File: src/rtl/run_ctrl_pkg.sv
// Shared types and parameter legality check for the core run controller.
package run_ctrl_pkg;

   typedef enum logic [2:0] {
      IDLE    = 3'd0,
      HOLD    = 3'd1,
      RELEASE = 3'd2,
      RUN     = 3'd3,
      DONE    = 3'd4
   } run_state_e;

   function automatic bit params_legal(input int rst_hold, input int max_cycles, input int n_ch);
      return (rst_hold >= 1) && (max_cycles >= 1) && (n_ch >= 1);
   endfunction

endpackage

File: src/rtl/rst_stagger.sv
// Staggered per-channel reset release: channel i leaves reset i*STAGGER edges after channel 0.
module rst_stagger #(
   parameter int N_CH    = 1,
   parameter int STAGGER = 0
) (
   input  logic            clk,
   input  logic            rst,
   input  logic            clear,
   input  logic            launch,
   output logic [N_CH-1:0] core_rst_n,
   output logic            last_go
);

   localparam int LAST = (N_CH - 1) * STAGGER;
   localparam int TW   = $clog2(LAST + 2);
   localparam logic [TW-1:0] LAST_T = TW'(LAST);

   logic          active;
   logic [TW-1:0] tick;
   logic [TW-1:0] tick_next;

   // tick counts edges since launch and saturates once the last channel is out
   always_comb begin
      tick_next = tick;
      if (launch)
         tick_next = '0;
      else if (active && (tick != LAST_T))
         tick_next = tick + 1'b1;
   end

   // high on exactly the edge that releases the final channel
   assign last_go = launch ? (LAST == 0)
                           : (active && (tick != LAST_T) && (tick_next == LAST_T));

   always_ff @(posedge clk or negedge rst) begin
      if (!rst) begin
         active     <= 1'b0;
         tick       <= '0;
         core_rst_n <= '0;
      end else if (clear) begin
         active     <= 1'b0;
         tick       <= '0;
         core_rst_n <= '0;
      end else begin
         if (launch)
            active <= 1'b1;
         tick <= tick_next;
         for (int i = 0; i < N_CH; i++) begin
            if ((launch || active) && (int'(tick_next) >= i * STAGGER))
               core_rst_n[i] <= 1'b1;
         end
      end
   end

endmodule

File: src/rtl/reset_run_controller.sv
// Run controller for core bring-up: holds resets, releases channels, then times the run
// until the core halts or the cycle budget is spent.
module reset_run_controller
   import run_ctrl_pkg::*;
#(
   parameter int RST_HOLD   = 2,
   parameter int N_CH       = 1,
   parameter int STAGGER    = 0,
   parameter int MAX_CYCLES = 1024,
   parameter int CNT_W      = $clog2(MAX_CYCLES) + 1
) (
   input  logic             clk,
   input  logic             rst,
   input  logic             start,
   input  logic             abort,
   input  logic             halt,
   output logic [N_CH-1:0]  core_rst_n,
   output logic             running,
   output logic             done,
   output logic             timeout,
   output logic [CNT_W-1:0] cycle_count
);

   localparam int HW = $clog2(RST_HOLD + 1);

   if (!params_legal(RST_HOLD, MAX_CYCLES, N_CH)) begin : g_bad_params
      $error("reset_run_controller: RST_HOLD, MAX_CYCLES and N_CH must all be >= 1");
   end

   run_state_e    state;
   logic [HW-1:0] hold_cnt;
   logic          abort_now;
   logic          hold_last;
   logic          budget_last;
   logic          launch;
   logic          run_end;
   logic          last_go;

   assign abort_now   = abort && (state != IDLE);
   assign hold_last   = (hold_cnt == HW'(RST_HOLD - 1));
   assign budget_last = (cycle_count == CNT_W'(MAX_CYCLES - 1));
   assign launch      = (state == HOLD) && hold_last && !abort;
   assign run_end     = (state == RUN) && (halt || budget_last);

   rst_stagger #(
      .N_CH    (N_CH),
      .STAGGER (STAGGER)
   ) u_stagger (
      .clk        (clk),
      .rst        (rst),
      .clear      (abort_now || run_end),
      .launch     (launch),
      .core_rst_n (core_rst_n),
      .last_go    (last_go)
   );

   always_ff @(posedge clk or negedge rst) begin
      if (!rst) begin
         state       <= IDLE;
         hold_cnt    <= '0;
         cycle_count <= '0;
         running     <= 1'b0;
         done        <= 1'b0;
         timeout     <= 1'b0;
      end else if (abort_now) begin
         state       <= IDLE;
         hold_cnt    <= '0;
         cycle_count <= '0;
         running     <= 1'b0;
         done        <= 1'b0;
         timeout     <= 1'b0;
      end else begin
         case (state)
            IDLE, DONE: begin
               if (start) begin
                  state       <= HOLD;
                  hold_cnt    <= '0;
                  cycle_count <= '0;
                  done        <= 1'b0;
                  timeout     <= 1'b0;
               end
            end
            HOLD: begin
               if (hold_last) begin
                  // single channel or zero stagger goes straight into RUN
                  if (last_go) begin
                     state   <= RUN;
                     running <= 1'b1;
                  end else begin
                     state <= RELEASE;
                  end
               end else begin
                  hold_cnt <= hold_cnt + 1'b1;
               end
            end
            RELEASE: begin
               if (last_go) begin
                  state   <= RUN;
                  running <= 1'b1;
               end
            end
            RUN: begin
               // halt outranks budget exhaustion on the same edge
               if (halt) begin
                  state   <= DONE;
                  running <= 1'b0;
                  done    <= 1'b1;
               end else if (budget_last) begin
                  state   <= DONE;
                  running <= 1'b0;
                  done    <= 1'b1;
                  timeout <= 1'b1;
               end else begin
                  cycle_count <= cycle_count + 1'b1;
               end
            end
            default: begin
               state   <= IDLE;
               running <= 1'b0;
            end
         endcase
      end
   end

endmodule

File: config.mk
export PLATFORM = sky130hd
export DESIGN_NAME = reset_run_controller
export DESIGN_NICKNAME = d
export VERILOG_FILES = /design/src/rtl/run_ctrl_pkg.sv /design/src/rtl/rst_stagger.sv /design/src/rtl/reset_run_controller.sv
export SDC_FILE = /design/constraint.sdc
export NUM_CORES = 1
export LEC_CHECK = 0
export ABC_AREA = 1
export BUFFER_PORTS_ARGS = -buffer_cell sky130_fd_sc_hd__buf_2
export CAP_MARGIN = 40
export CORE_UTILIZATION = 51
export DETAILED_ROUTE_END_ITERATION = 6
export GPL_TIMING_DRIVEN = 0
export PLACE_DENSITY = 0.87
export SLEW_MARGIN = 10
export SYNTH_ARGS = -nofsm -noshare
export SYNTH_HDL_FRONTEND = slang
export SYNTH_SLANG_ARGS = --single-unit
File: constraint.sdc
create_clock -name clk -period 1.5 [get_ports clk]
set_input_delay 0.3 -clock clk [delete_from_list [all_inputs] [get_ports clk]]
set_output_delay 0.3 -clock clk [all_outputs]
set_load 0.005 [all_outputs]
==> results of run 1 <==
[metrics by stage]
stage	cell area [um2]	TNS (ns)	setup WS, ns	cells	power, mW
finish	1840	-0.359	-0.0640	274	2.63
global route	1840	-1.26	-0.143	274	2.82
CTS	1740	-0.000825	-0.000825	268	2.39
detailed placement	1590	-1.35	-0.167	254	1.82
global placement	1590	-0.959	-0.0952	254	1.79
floorplan	1460	0	0.0167	205	1.58
[logic make-up after synthesis]
logic type	synth area share (%)
simple gates	40.7
xor+xnor	0.611
fa+ha+maj	1.75
compound gates	10.5
flops	38.4
buf+inv	8.03
[cell usage after synthesis]
| cell type | instances | area, um2 |
|---|---|---|
| sky130_fd_sc_hd__a21oi_1 | 4 | 20.0 |
| sky130_fd_sc_hd__a21oi_2 | 2 | 17.5 |
| sky130_fd_sc_hd__buf_2 | 2 | 10.0 |
| sky130_fd_sc_hd__buf_6 | 1 | 11.3 |
| sky130_fd_sc_hd__dfrtp_1 | 22 | 551 |
| sky130_fd_sc_hd__ha_1 | 2 | 25.0 |
| sky130_fd_sc_hd__inv_1 | 23 | 86.3 |
| sky130_fd_sc_hd__inv_2 | 2 | 7.51 |
| sky130_fd_sc_hd__nand2_1 | 66 | 248 |
| sky130_fd_sc_hd__nand2_2 | 3 | 18.8 |
| sky130_fd_sc_hd__nand3_1 | 16 | 80.1 |
| sky130_fd_sc_hd__nand3_2 | 1 | 10.0 |
| sky130_fd_sc_hd__nand3b_1 | 1 | 7.51 |
| sky130_fd_sc_hd__nand4_1 | 2 | 12.5 |
| sky130_fd_sc_hd__nor2_1 | 34 | 128 |
| sky130_fd_sc_hd__nor2_2 | 3 | 18.8 |
| sky130_fd_sc_hd__nor2_4 | 3 | 33.8 |
| sky130_fd_sc_hd__nor3_2 | 1 | 10.0 |
| sky130_fd_sc_hd__nor3_4 | 1 | 16.3 |
| sky130_fd_sc_hd__o211ai_2 | 1 | 12.5 |
| sky130_fd_sc_hd__o21ai_0 | 5 | 25.0 |
| sky130_fd_sc_hd__o21ai_1 | 1 | 5.00 |
| sky130_fd_sc_hd__o21ai_2 | 8 | 70.1 |
| sky130_fd_sc_hd__xor2_1 | 1 | 8.76 |
[what timing repair did]
item / CTS / global route
hold buffers: 1 / 0
hold endpoints to repair: 22 / 0
endpoints found under the setup margin: 18 / 18
pin swaps: 7 / 7
resized for setup: 9 / 18
buffers inserted: 9 / 6
[area by class of cell]
type / instances / area share (%)
Multi-Input combinational cell: 155 / 46.4
Buffer: 3 / 1.84
Tap cell: 30 / 2.04
Clock buffer: 4 / 1.97
Timing Repair Buffer: 35 / 12.5
Inverter: 25 / 5.10
Sequential cell: 22 / 30.2
[worst reg2reg max path, cell delays in order, from the launching register on]
cell and delay, ns:
sky130_fd_sc_hd__dfrtp_2 0.41, sky130_fd_sc_hd__ha_4 0.16, sky130_fd_sc_hd__nand2_2 0.07, sky130_fd_sc_hd__nor2_4 0.12
sky130_fd_sc_hd__nand4_1 0.16, sky130_fd_sc_hd__nor2_2 0.19, sky130_fd_sc_hd__nor2_4 0.09, sky130_fd_sc_hd__buf_4 0.15
sky130_fd_sc_hd__nand2_1 0.08, sky130_fd_sc_hd__o21ai_2 0.05
[sequential cells by signal, indices dropped and copies added, names as in the netlist]
signal,count
state,3
u_stagger.tick,1
u_stagger.core_rst_n,1
timeout,1
done,1
hold_cnt,2
u_stagger.active,1
running,1
cycle_count,11
[power by group]
group / switching [mW] / leakage [nW] / internal (mW)
clock network: 0.195 / 0.0210 / 0.148
logic: 0.912 / 0.614 / 0.611
registers: 0.0694 / 0.295 / 0.690
[worst paths after layout]
check,from,endpoint,slack [ns],cells past startpoint
max in group asynchronous,rst,cycle_count[5],0.67,2
min,halt,timeout,0.41,6
max reg2reg,cycle_count[1],cycle_count[3],-0.06,9
min in group asynchronous,rst,hold_cnt[0],0.46,2
min reg2reg,hold_cnt[1],hold_cnt[1],0.50,2
max,cycle_count[1],cycle_count[3],-0.06,9
[metal layers]
metal,vias to the layer above,share of wire [%],track usage (%)
met3,7,5.2,4.37
met5,-,0,0
met1,697,46,32.5
li1,721,-,-
met4,0,1.7,7.50
met2,52,47,40.2
==> qor.tcl, run 1 <==
set qor(min-delay-path-class) {in -> reg}
set qor(violations_in_the_final_reports) {setup timing}
set qor(critical_path_startpoint_category) {flop}
set qor(seq_area_um2) 556
set qor(cts_tree) {built}
set qor(design.core.area_um2) 2570
set qor(holdWs_ns) 0.411
set qor(final_layout_size_suffix_gt1_share_pct) 35.2
set qor(post_synth_instance_area_um2) 1430
set qor(final-max-slew-violation-count) 0
set qor(floorplan.initialDensity_pct) 55.8
set qor(drt-vias-per-instance) 5.39
set qor(final_hold_viol_count) 0
set qor(antenna-diode-count) 0
set qor(fin_worst_skew_ns) 0.00255
set qor(track_usage_pct) 24.4
set qor(detailed_place_hpwl_mm) 2.09
set qor(syn2layout_area_growth_pct) 28.5
set qor(relative_slew_margins_pct) 66.5
set qor(static-leakage-power_nw) 0.930
set qor(floorplan.die.width_um) 55
set qor(worstPathCellList) {ha_4, nand2_2, nor2_4, nand4_1, nor2_2, nor2_4, buf_4, nand2_1, o21ai_2}
set qor(global_route_wire_length_before_repair_mm) 5.24
set qor(area_of_combinational_cells_with_multiple_inputs_um2) 853
set qor(postSynthRegisterBits) 22
set qor(fin_crit_sh_pct) 104
set qor(finish.net_count) 252
set qor(cap_viol_max_count) 0
set qor(worst_ep_arrival_time_ns) 1.79
set qor(p_per_area_nw_per_um2) 1430
set qor(number_of_filler_instances_in_the_final_layout) 206
set qor(cp-end-kind) {flop}
set qor(grt_overflow) 0
set qor(dieArea_um2) 3030
set qor(grt_max_degree) 23
set qor(synth_nets) 212
set qor(placement.io_buffers) 19
set qor(die_height_um) 55
set qor(cp_max_fo) 5
set qor(crit_slowest_cell) {sky130_fd_sc_hd__dfrtp_2}
set qor(antenna_violating_nets_post_route) 0
set qor(number_of_drc_violations_after_detailed_routing_iteration_0) 45
set qor(worstSetupPathType) {reg -> reg}
set qor(rsz0062_at_grt) {yes}
set qor(ys_warn_count) 0
set qor(run_status) {finished with violations}
set qor(syn-instance-count) 205
set qor(iteration_count_of_the_initial_detailed_routing_pass) 4
set qor(max_clock_freq_ghz) 0.639
set qor(synth_seq_area_share_pct) 38.4
set qor(layout_min_cycle_time_ns) 1.56
set qor(clock_tree.root_cell) {sky130_fd_sc_hd__clkbuf_4}
set qor(mostFrequentLayoutCell) {sky130_fd_sc_hd__nand2_1}
set qor(fin_util_pct) 71.7
set qor(synth_cell_type_count) 24
set qor(io-pin-count) 20
set qor(drt_wl_total_mm) 3.49
set qor(post-route-drc-count) 0
set qor(critical_path_required_ns) 1.72
set qor(via_count) 1477
set qor(cts_sinks) 22
set qor(critical-path-top-cell-by-count) {sky130_fd_sc_hd__nor2_4}
set qor(insertion_delay_ns) 0.32
set qor(cts_bufs_inserted) 3
set qor(critical-path-top-delay-family) {simple AND/OR/NAND/NOR gates}
set qor(vias_in_the_first_global_route) 1192
set qor(routed_wire_length_per_instance_um) 12.7
set qor(floorplan.rows) 18
set qor(grt_antenna_before_repair) 0
set qor(cts-htree-levels) 1
set qor(vdd.ir_drop.worst_v) 0.00125
set qor(setup_viol) 10
set qor(crit_buf_inv) 1
set qor(worstMarginPinSlew_ns) 0.503
set qor(final_cell_mix) {59 x sky130_fd_sc_hd__nand2_1, 30 x sky130_fd_sc_hd__nor2_1, 22 x sky130_fd_sc_hd__inv_1, 19 x sky130_fd_sc_hd__buf_2, 18 x sky130_fd_sc_hd__dfrtp_1}
set qor(timing.final.ws_setup_ns) -0.0640
set qor(post_synth.cell_area_avg_um2) 6.99
set qor(cts.reportedPaths.clkPinSlew_ns) 0.13
set qor(cts_buffer_depth) 2
set qor(critPathMaxStageDelay_ns) 0.41
set qor(place_congestion) 0.823
(Power assumes the default switching activity.)
==> run 2: changes to the inputs <==
Settings changed: ABC_AREA 1 to unset, HOLD_SLACK_MARGIN set to 0.06.
==> qor.tcl, run 2 <==
set qor(final_total_pwr_mw) 3.04
set qor(largest-register) {cycle_count}
set qor(static-leakage-power_nw) 0.945
set qor(cp_max_fo) 4
set qor(worst_ep_arrival_time_ns) 2.04
set qor(worstMarginPinSlew_ns) 0.703
set qor(rrSetupSlack_ns) -0.30
set qor(synth_seq_area_share_pct) 39.6
set qor(cts_sinks) 22
set qor(hold-path-endpoint) {state[2]}
set qor(antenna_violating_nets_post_route) 0
set qor(finish.net_count) 209
set qor(synth_xor_area_share_pct) 0
set qor(grt_overflow) 0
set qor(ys_warn_count) 0
set qor(syn2layout_area_growth_pct) 52.4
set qor(synth_cell_type_count) 55
set qor(worstHoldStart) {halt}
set qor(synth_fa_ha_area_share_pct) 1.80
set qor(routed_wire_length_per_instance_um) 23.2
set qor(postSynth.topFlopCell) {sky130_fd_sc_hd__dfrtp_1}
set qor(cts_tree) {built}
set qor(yosys.area.top_type) {sky130_fd_sc_hd__dfrtp_1}
set qor(synth-edff-count) 0
set qor(cp-end-kind) {flop}
set qor(final_hold_viol_count) 0
set qor(floorplan.die.width_um) 54.2
set qor(syn-instance-count) 148
set qor(die_height_um) 54.2
set qor(min-delay-path-class) {in -> reg}
set qor(relative_slew_margins_pct) 53.1
set qor(cts_buffer_depth) 2
set qor(muxShareOfSynthArea_pct) 1.44
set qor(grt_antenna_before_repair) 0
set qor(post_synthesis_share_of_cell_area_spent_on_and_or_nand_and_nor_gates_pct) 29.8
set qor(vias_in_the_first_global_route) 1349
set qor(asyncSetResetFlopFracSynth_pct) 100
set qor(synth.top_cells.by_area) {sky130_fd_sc_hd__dfrtp_1 40%, sky130_fd_sc_hd__nand3_1 3.6%, sky130_fd_sc_hd__o31ai_1 3.2%}
set qor(largest_reg_flops) 11
set qor(worstSetupPathType) {reg -> reg}
set qor(global_route_wire_length_before_repair_mm) 6.60
set qor(p_per_area_nw_per_um2) 1440
set qor(post_synth.cell_area_avg_um2) 9.39
set qor(synth.top_cells.by_count) {22 x sky130_fd_sc_hd__dfrtp_1, 11 x sky130_fd_sc_hd__nor2_1, 10 x sky130_fd_sc_hd__nand2_1, 10 x sky130_fd_sc_hd__nand3_1, 8 x sky130_fd_sc_hd__a21oi_1}
set qor(post-route-drc-count) 0
set qor(detailed_place_hpwl_mm) 2.29
set qor(grt_max_degree) 23
set qor(place_congestion) 0.880
set qor(critical_path.reg2reg.endpoint) {cycle_count[8]}
set qor(cap_viol_max_count) 0
set qor(dieArea_um2) 2940
set qor(r2r.worst_path.cells) 6
set qor(vdd.ir_drop.worst_v) 0.00131
set qor(track_usage_pct) 32.3
set qor(largest_family_of_logic_cells_by_synthesized_area) {simple AND/OR/NAND/NOR gates}
set qor(iteration_count_of_the_initial_detailed_routing_pass) 5
set qor(cts_bufs_inserted) 3
set qor(setup_tns_ns) -3.00
set qor(timing.final.ws_setup_ns) -0.297
set qor(final_cell_mix) {20 x sky130_fd_sc_hd__buf_4, 19 x sky130_fd_sc_hd__buf_2, 18 x sky130_fd_sc_hd__dfrtp_1, 13 x sky130_fd_sc_hd__buf_6, 10 x sky130_fd_sc_hd__nand3_1}
set qor(fin_crit_sh_pct) 120
set qor(final-max-slew-violation-count) 0
set qor(io-pin-count) 20
set qor(via_count) 1617
set qor(final_layout_size_suffix_gt1_share_pct) 50.2
set qor(placement.io_buffers) 19
set qor(mostFrequentLayoutCell) {sky130_fd_sc_hd__buf_4}
set qor(setup_viol) 20
set qor(post_synth_instance_area_um2) 1390
set qor(antenna-diode-count) 0
set qor(floorplan.rows) 18
set qor(cts.reportedPaths.clkPinSlew_ns) 0.13
set qor(clock_tree.root_cell) {sky130_fd_sc_hd__clkbuf_4}
set qor(insertion_delay_ns) 0.32
set qor(critical_path_required_ns) 1.75
set qor(synth_nets) 155
set qor(max_clock_freq_ghz) 0.557
set qor(hold_depth) 3
set qor(yosys.area.top_type_share_pct) 39.6
set qor(fin_worst_skew_ns) 0.00729
set qor(violations_in_the_final_reports) {setup timing}
set qor(drt-vias-per-instance) 7.00
set qor(synth_compound_gate_area_share_pct) 22.8
set qor(critical_path_startpoint_category) {flop}
set qor(post-synth-top-count-cell) {sky130_fd_sc_hd__dfrtp_1}
set qor(layout_min_cycle_time_ns) 1.80
set qor(floorplan.initialDensity_pct) 55.1
set qor(cts-htree-levels) 1
set qor(postSynthRegisterBits) 22
set qor(drt_wl_total_mm) 5.37
set qor(number_of_drc_violations_after_detailed_routing_iteration_0) 129
set qor(largestRegisters) {cycle_count (11), state (3), hold_cnt (2)}
set qor(run_status) {finished with violations}
set qor(design.core.area_um2) 2520
set qor(worst_r2r_startpoint) {cycle_count[0]}
set qor(rsz0062_at_grt) {yes}
## run 2: cell types whose count changed in the layout (fill, tap and decap cells not counted), moves of 4 or more
cell,before,now
sky130_fd_sc_hd__nand2_2,9,1
sky130_fd_sc_hd__o21ai_2,8,2
sky130_fd_sc_hd__buf_6,1,13
sky130_fd_sc_hd__nand3_1,15,10
sky130_fd_sc_hd__buf_4,15,20
sky130_fd_sc_hd__o31ai_1,0,4
sky130_fd_sc_hd__nand2b_1,0,4
sky130_fd_sc_hd__nand2_1,59,8
sky130_fd_sc_hd__inv_1,22,3
sky130_fd_sc_hd__nor2_1,30,5
## run 2: kinds of logic after synthesis
family,count (synthesis)
and+or+nand+nor,64
AOI/OAI and AO/OA,45
DFF,22
buffers and inverters,13
muxes,2
adders and majority gates,2
## run 2: area by class of cell
type | instances | area [um2]
flip-flops and latches | 22 | 556
well taps | 30 | 37.5
inverters | 4 | 15.0
repair buffers | 50 | 368
plain buffers | 8 | 97.6
fillers | 128 | 404
multi-input cells | 113 | 992
clock inverters | 1 | 30.0
clock buffers | 3 | 22.5
## run 2: worst max-delay path by stage
stage | start | endpoint | slack [ns] | depth (start not counted)
final | cycle_count[0] | cycle_count[8] | -0.30 | 6
after global routing | cycle_count[1] | cycle_count[8] | -0.33 | 6
after CTS | cycle_count[0] | cycle_count[9] | -0.23 | 5
after detailed placement | cycle_count[0] | cycle_count[9] | -0.37 | 6
after global placement | cycle_count[0] | cycle_count[9] | -0.33 | 6
after floorplan | cycle_count[1] | cycle_count[9] | -0.28 | 6
## run 2: stage by stage
step | hold WS, ns | worst slack [ns] | cells | util, % | instance area [um2]
after floorplan | 0.00441 | -0.282 | 148 | - | 1420
after global placement | 0.290 | -0.328 | 197 | 61.6 | 1550
after detailed placement | 0.296 | -0.372 | 197 | 61.6 | 1550
after CTS | 0.364 | -0.228 | 218 | 74.6 | 1880
after global routing | 0.438 | -0.328 | 231 | 84.0 | 2120
final | 0.459 | -0.297 | 231 | 84.0 | 2120
## run 2: power breakdown
| group | total [mW] | internal, mW | switching [mW] |
|---|---|---|---|
| registers | 0.769 | 0.685 | 0.0842 |
| clock network | 0.467 | 0.270 | 0.197 |
| logic | 1.80 | 0.878 | 0.925 |
| total | 3.04 | 1.83 | 1.21 |
## run 2: metal layers
metal	routed length [um]	vias to the layer above	share of wire [%]	track usage [%]
met5	0	-	0	0
met4	246	0	4.6	16.2
met3	542	29	10	4.80
met2	2550	138	48	51.4
met1	2030	768	38	42.3
li1	-	682	-	-
## run 2: repair_timing
item,CTS,global route
resized for setup,38,42
hold buffers,1,0
gates cloned,2,0
endpoints found under the hold margin,22,0
pin swaps,15,15
endpoints found under the setup margin,20,21
buffers inserted,15,14
## run 2: worst max-delay path, cell delays in order (launching register included)
cell and delay, ns:
sky130_fd_sc_hd__dfrtp_1 0.44, sky130_fd_sc_hd__ha_4 0.20, sky130_fd_sc_hd__and2_4 0.18, sky130_fd_sc_hd__buf_4 0.13, sky130_fd_sc_hd__nand3_1 0.12, sky130_fd_sc_hd__or4_1 0.52, sky130_fd_sc_hd__a21boi_1 0.15
==> run 3: changes to the inputs <==
Settings changed: ABC_AREA set to 1, CORE_UTILIZATION 51 to 30, PLACE_DENSITY 0.87 to 0.61.
==> qor.tcl, run 3 (synthesis gave the netlist of run 1 again) <==
set qor(antenna-diode-count) 0
set qor(final_hold_viol_count) 0
set qor(track_usage_pct) 15.1
set qor(setup_viol) 5
set qor(number_of_drc_violations_after_detailed_routing_iteration_0) 89
set qor(drt_wl_total_mm) 3.44
set qor(grt_overflow) 0
set qor(worstSetupPathType) {reg -> reg}
set qor(die_height_um) 71.1
set qor(max_clock_freq_ghz) 0.662
set qor(final-max-slew-violation-count) 0
set qor(layout_min_cycle_time_ns) 1.51
set qor(largest-register) {cycle_count}
set qor(relative_slew_margins_pct) 66.6
set qor(grt_max_degree) 23
set qor(fin_worst_skew_ns) 0.00414
set qor(rsz0062_at_grt) {yes}
set qor(io-pin-count) 20
set qor(floorplan.die.width_um) 71.1
set qor(static-leakage-power_nw) 0.981
set qor(worstSetupEndpoint) {cycle_count[0]}
set qor(cap_viol_max_count) 0
set qor(largestRegisters) {cycle_count (11), state (3), hold_cnt (2)}
set qor(mostFrequentLayoutCell) {sky130_fd_sc_hd__nand2_1}
set qor(antenna_violating_nets_post_route) 0
set qor(grt_antenna_before_repair) 0
set qor(syn2layout_area_growth_pct) 35.6
set qor(fin_util_pct) 43.4
set qor(cts.reportedPaths.clkPinSlew_ns) 0.08
set qor(cts_sinks) 22
set qor(critical_path_required_ns) 1.66
set qor(post_layout_nonfiller_instances) 297
set qor(floorplan.rows) 24
set qor(final_cell_mix) {55 x sky130_fd_sc_hd__nand2_1, 32 x sky130_fd_sc_hd__nor2_1, 21 x sky130_fd_sc_hd__inv_1, 19 x sky130_fd_sc_hd__buf_2, 18 x sky130_fd_sc_hd__dfrtp_1}
set qor(place_ws_ns) -0.168
set qor(vdd.ir_drop.worst_v) 0.000442
set qor(setup_tns_ns) -0.0352
set qor(crit_path_start) {state[1]}
set qor(r2r.worst_path.cells) 8
set qor(dieArea_um2) 5060
set qor(final_layout_size_suffix_gt1_share_pct) 35.9
set qor(clock_tree.root_cell) {sky130_fd_sc_hd__clkbuf_8}
set qor(rrSetupSlack_ns) -0.01
set qor(via_count) 1403
set qor(fin_crit_sh_pct) 101
set qor(placed_cells_incl_taps) 276
set qor(place_congestion) 0.808
set qor(worst_r2r_startpoint) {state[1]}
set qor(placement.io_buffers) 19
set qor(violations_in_the_final_reports) {setup timing}
set qor(run_status) {finished with violations}
set qor(global_route_wire_length_before_repair_mm) 6.05
set qor(p_per_area_nw_per_um2) 1430
set qor(insertion_delay_ns) 0.26
set qor(vias_in_the_first_global_route) 1334
set qor(finish.net_count) 254
set qor(floorplan.initialDensity_pct) 32.0
set qor(largest_reg_flops) 11
set qor(critical_path_startpoint_category) {flop}
set qor(detailed_place_hpwl_mm) 2.28
set qor(cts_buffer_depth) 2
set qor(min-delay-path-class) {in -> reg}
set qor(cp-end-kind) {flop}
set qor(design.core.area_um2) 4470
set qor(post-route-drc-count) 0
set qor(drt-vias-per-instance) 4.72
set qor(worst_ep_arrival_time_ns) 1.67
set qor(timing.final.ws_setup_ns) -0.0105
set qor(worstMarginPinSlew_ns) 0.501
set qor(number_of_filler_instances_in_the_final_layout) 451
set qor(cts_tree) {built}
set qor(routed_wire_length_per_instance_um) 11.6
set qor(iteration_count_of_the_initial_detailed_routing_pass) 6
set qor(cts-htree-levels) 1
set qor(cp_max_fo) 6
set qor(cts_bufs_inserted) 3
set qor(critical_path.reg2reg.endpoint) {cycle_count[0]}
==> run 3: cell count changes in the layout (fill, tap and decap cells not counted), sizes merged, moves of 3 or more <==
cell | before | now
buf | 56 | 38
nor2 | 11 | 40
nand4b | 3 | 0
inv | 4 | 25
nand2b | 4 | 0
or4 | 3 | 0
nand3 | 10 | 17
o31ai | 6 | 0
o21ai | 7 | 14
nand2 | 10 | 69
a21boi | 3 | 0
==> run 3: worst min-delay path by stage <==
stage | from | slack, ns | endpoint | depth (start not counted)
2_1_floorplan | rst | 0.004 | cycle_count[0] | 0
3_3_place_gp | rst | 0.30 | hold_cnt[0] | 1
3_5_place_dp | rst | 0.31 | hold_cnt[0] | 1
4_1_cts | start | 0.43 | state[0] | 5
5_1_grt | start | 0.51 | state[0] | 5
6_report | start | 0.48 | state[0] | 5
==> run 3: what timing repair did <==
| action | 4_1_cts | 5_1_grt |
|---|---|---|
| setup buffers | 6 | 10 |
| resized for setup | 7 | 26 |
| hold endpoints to repair | 22 | 0 |
| hold buffers | 1 | 0 |
| gates cloned | 0 | 1 |
| pin swaps | 7 | 15 |
| endpoints found under the setup margin | 16 | 19 |
==> run 3: layout make-up <==
type                    instances  area (um2)  area share (%)
clock buffers                   3        41.3            2.12
inverters                      25        93.8            4.83
repair buffers                 37         275            14.2
flip-flops and latches         22         556            28.6
multi-input cells             155         875            45.0
well taps                      52        65.1            3.35
plain buffers                   3        37.5            1.93
==> run 3: power by group <==
| group | leakage [nW] | switching, mW | internal, mW |
|---|---|---|---|
| registers | 0.295 | 0.0825 | 0.691 |
| logic | 0.665 | 0.918 | 0.696 |
| clock network | 0.0216 | 0.203 | 0.179 |
| total | 0.981 | 1.20 | 1.57 |
==> run 3: worst max-delay path: stages (launching register included) <==
cell	delay (ns)
sky130_fd_sc_hd__dfrtp_2	0.45
sky130_fd_sc_hd__inv_2	0.07
sky130_fd_sc_hd__nand2_4	0.13
sky130_fd_sc_hd__a21oi_4	0.05
sky130_fd_sc_hd__nand2_2	0.12
sky130_fd_sc_hd__nand3_4	0.09
sky130_fd_sc_hd__nor2_4	0.24
sky130_fd_sc_hd__clkbuf_16	0.20
sky130_fd_sc_hd__o21ai_2	0.05
==> run 3: per-layer routing <==
metal / vias to the layer above / wire length, um / track usage [%]
met5: - / 0 / 0
met4: 0 / 34 / 5.56
met3: 2 / 56 / 1.85
met2: 15 / 1660 / 25.3
met1: 659 / 1690 / 19.9
li1: 727 / - / -
==> run 3: metrics by stage <==
stage | cell area, um2 | hold WS (ns) | power [mW]
4_1_cts | 1750 | 0.428 | 2.38
3_5_place_dp | 1620 | 0.305 | 1.83
3_3_place_gp | 1620 | 0.303 | 1.82
2_1_floorplan | 1460 | 0.00441 | 1.58
6_report | 1940 | 0.478 | 2.77
5_1_grt | 1940 | 0.509 | 2.97
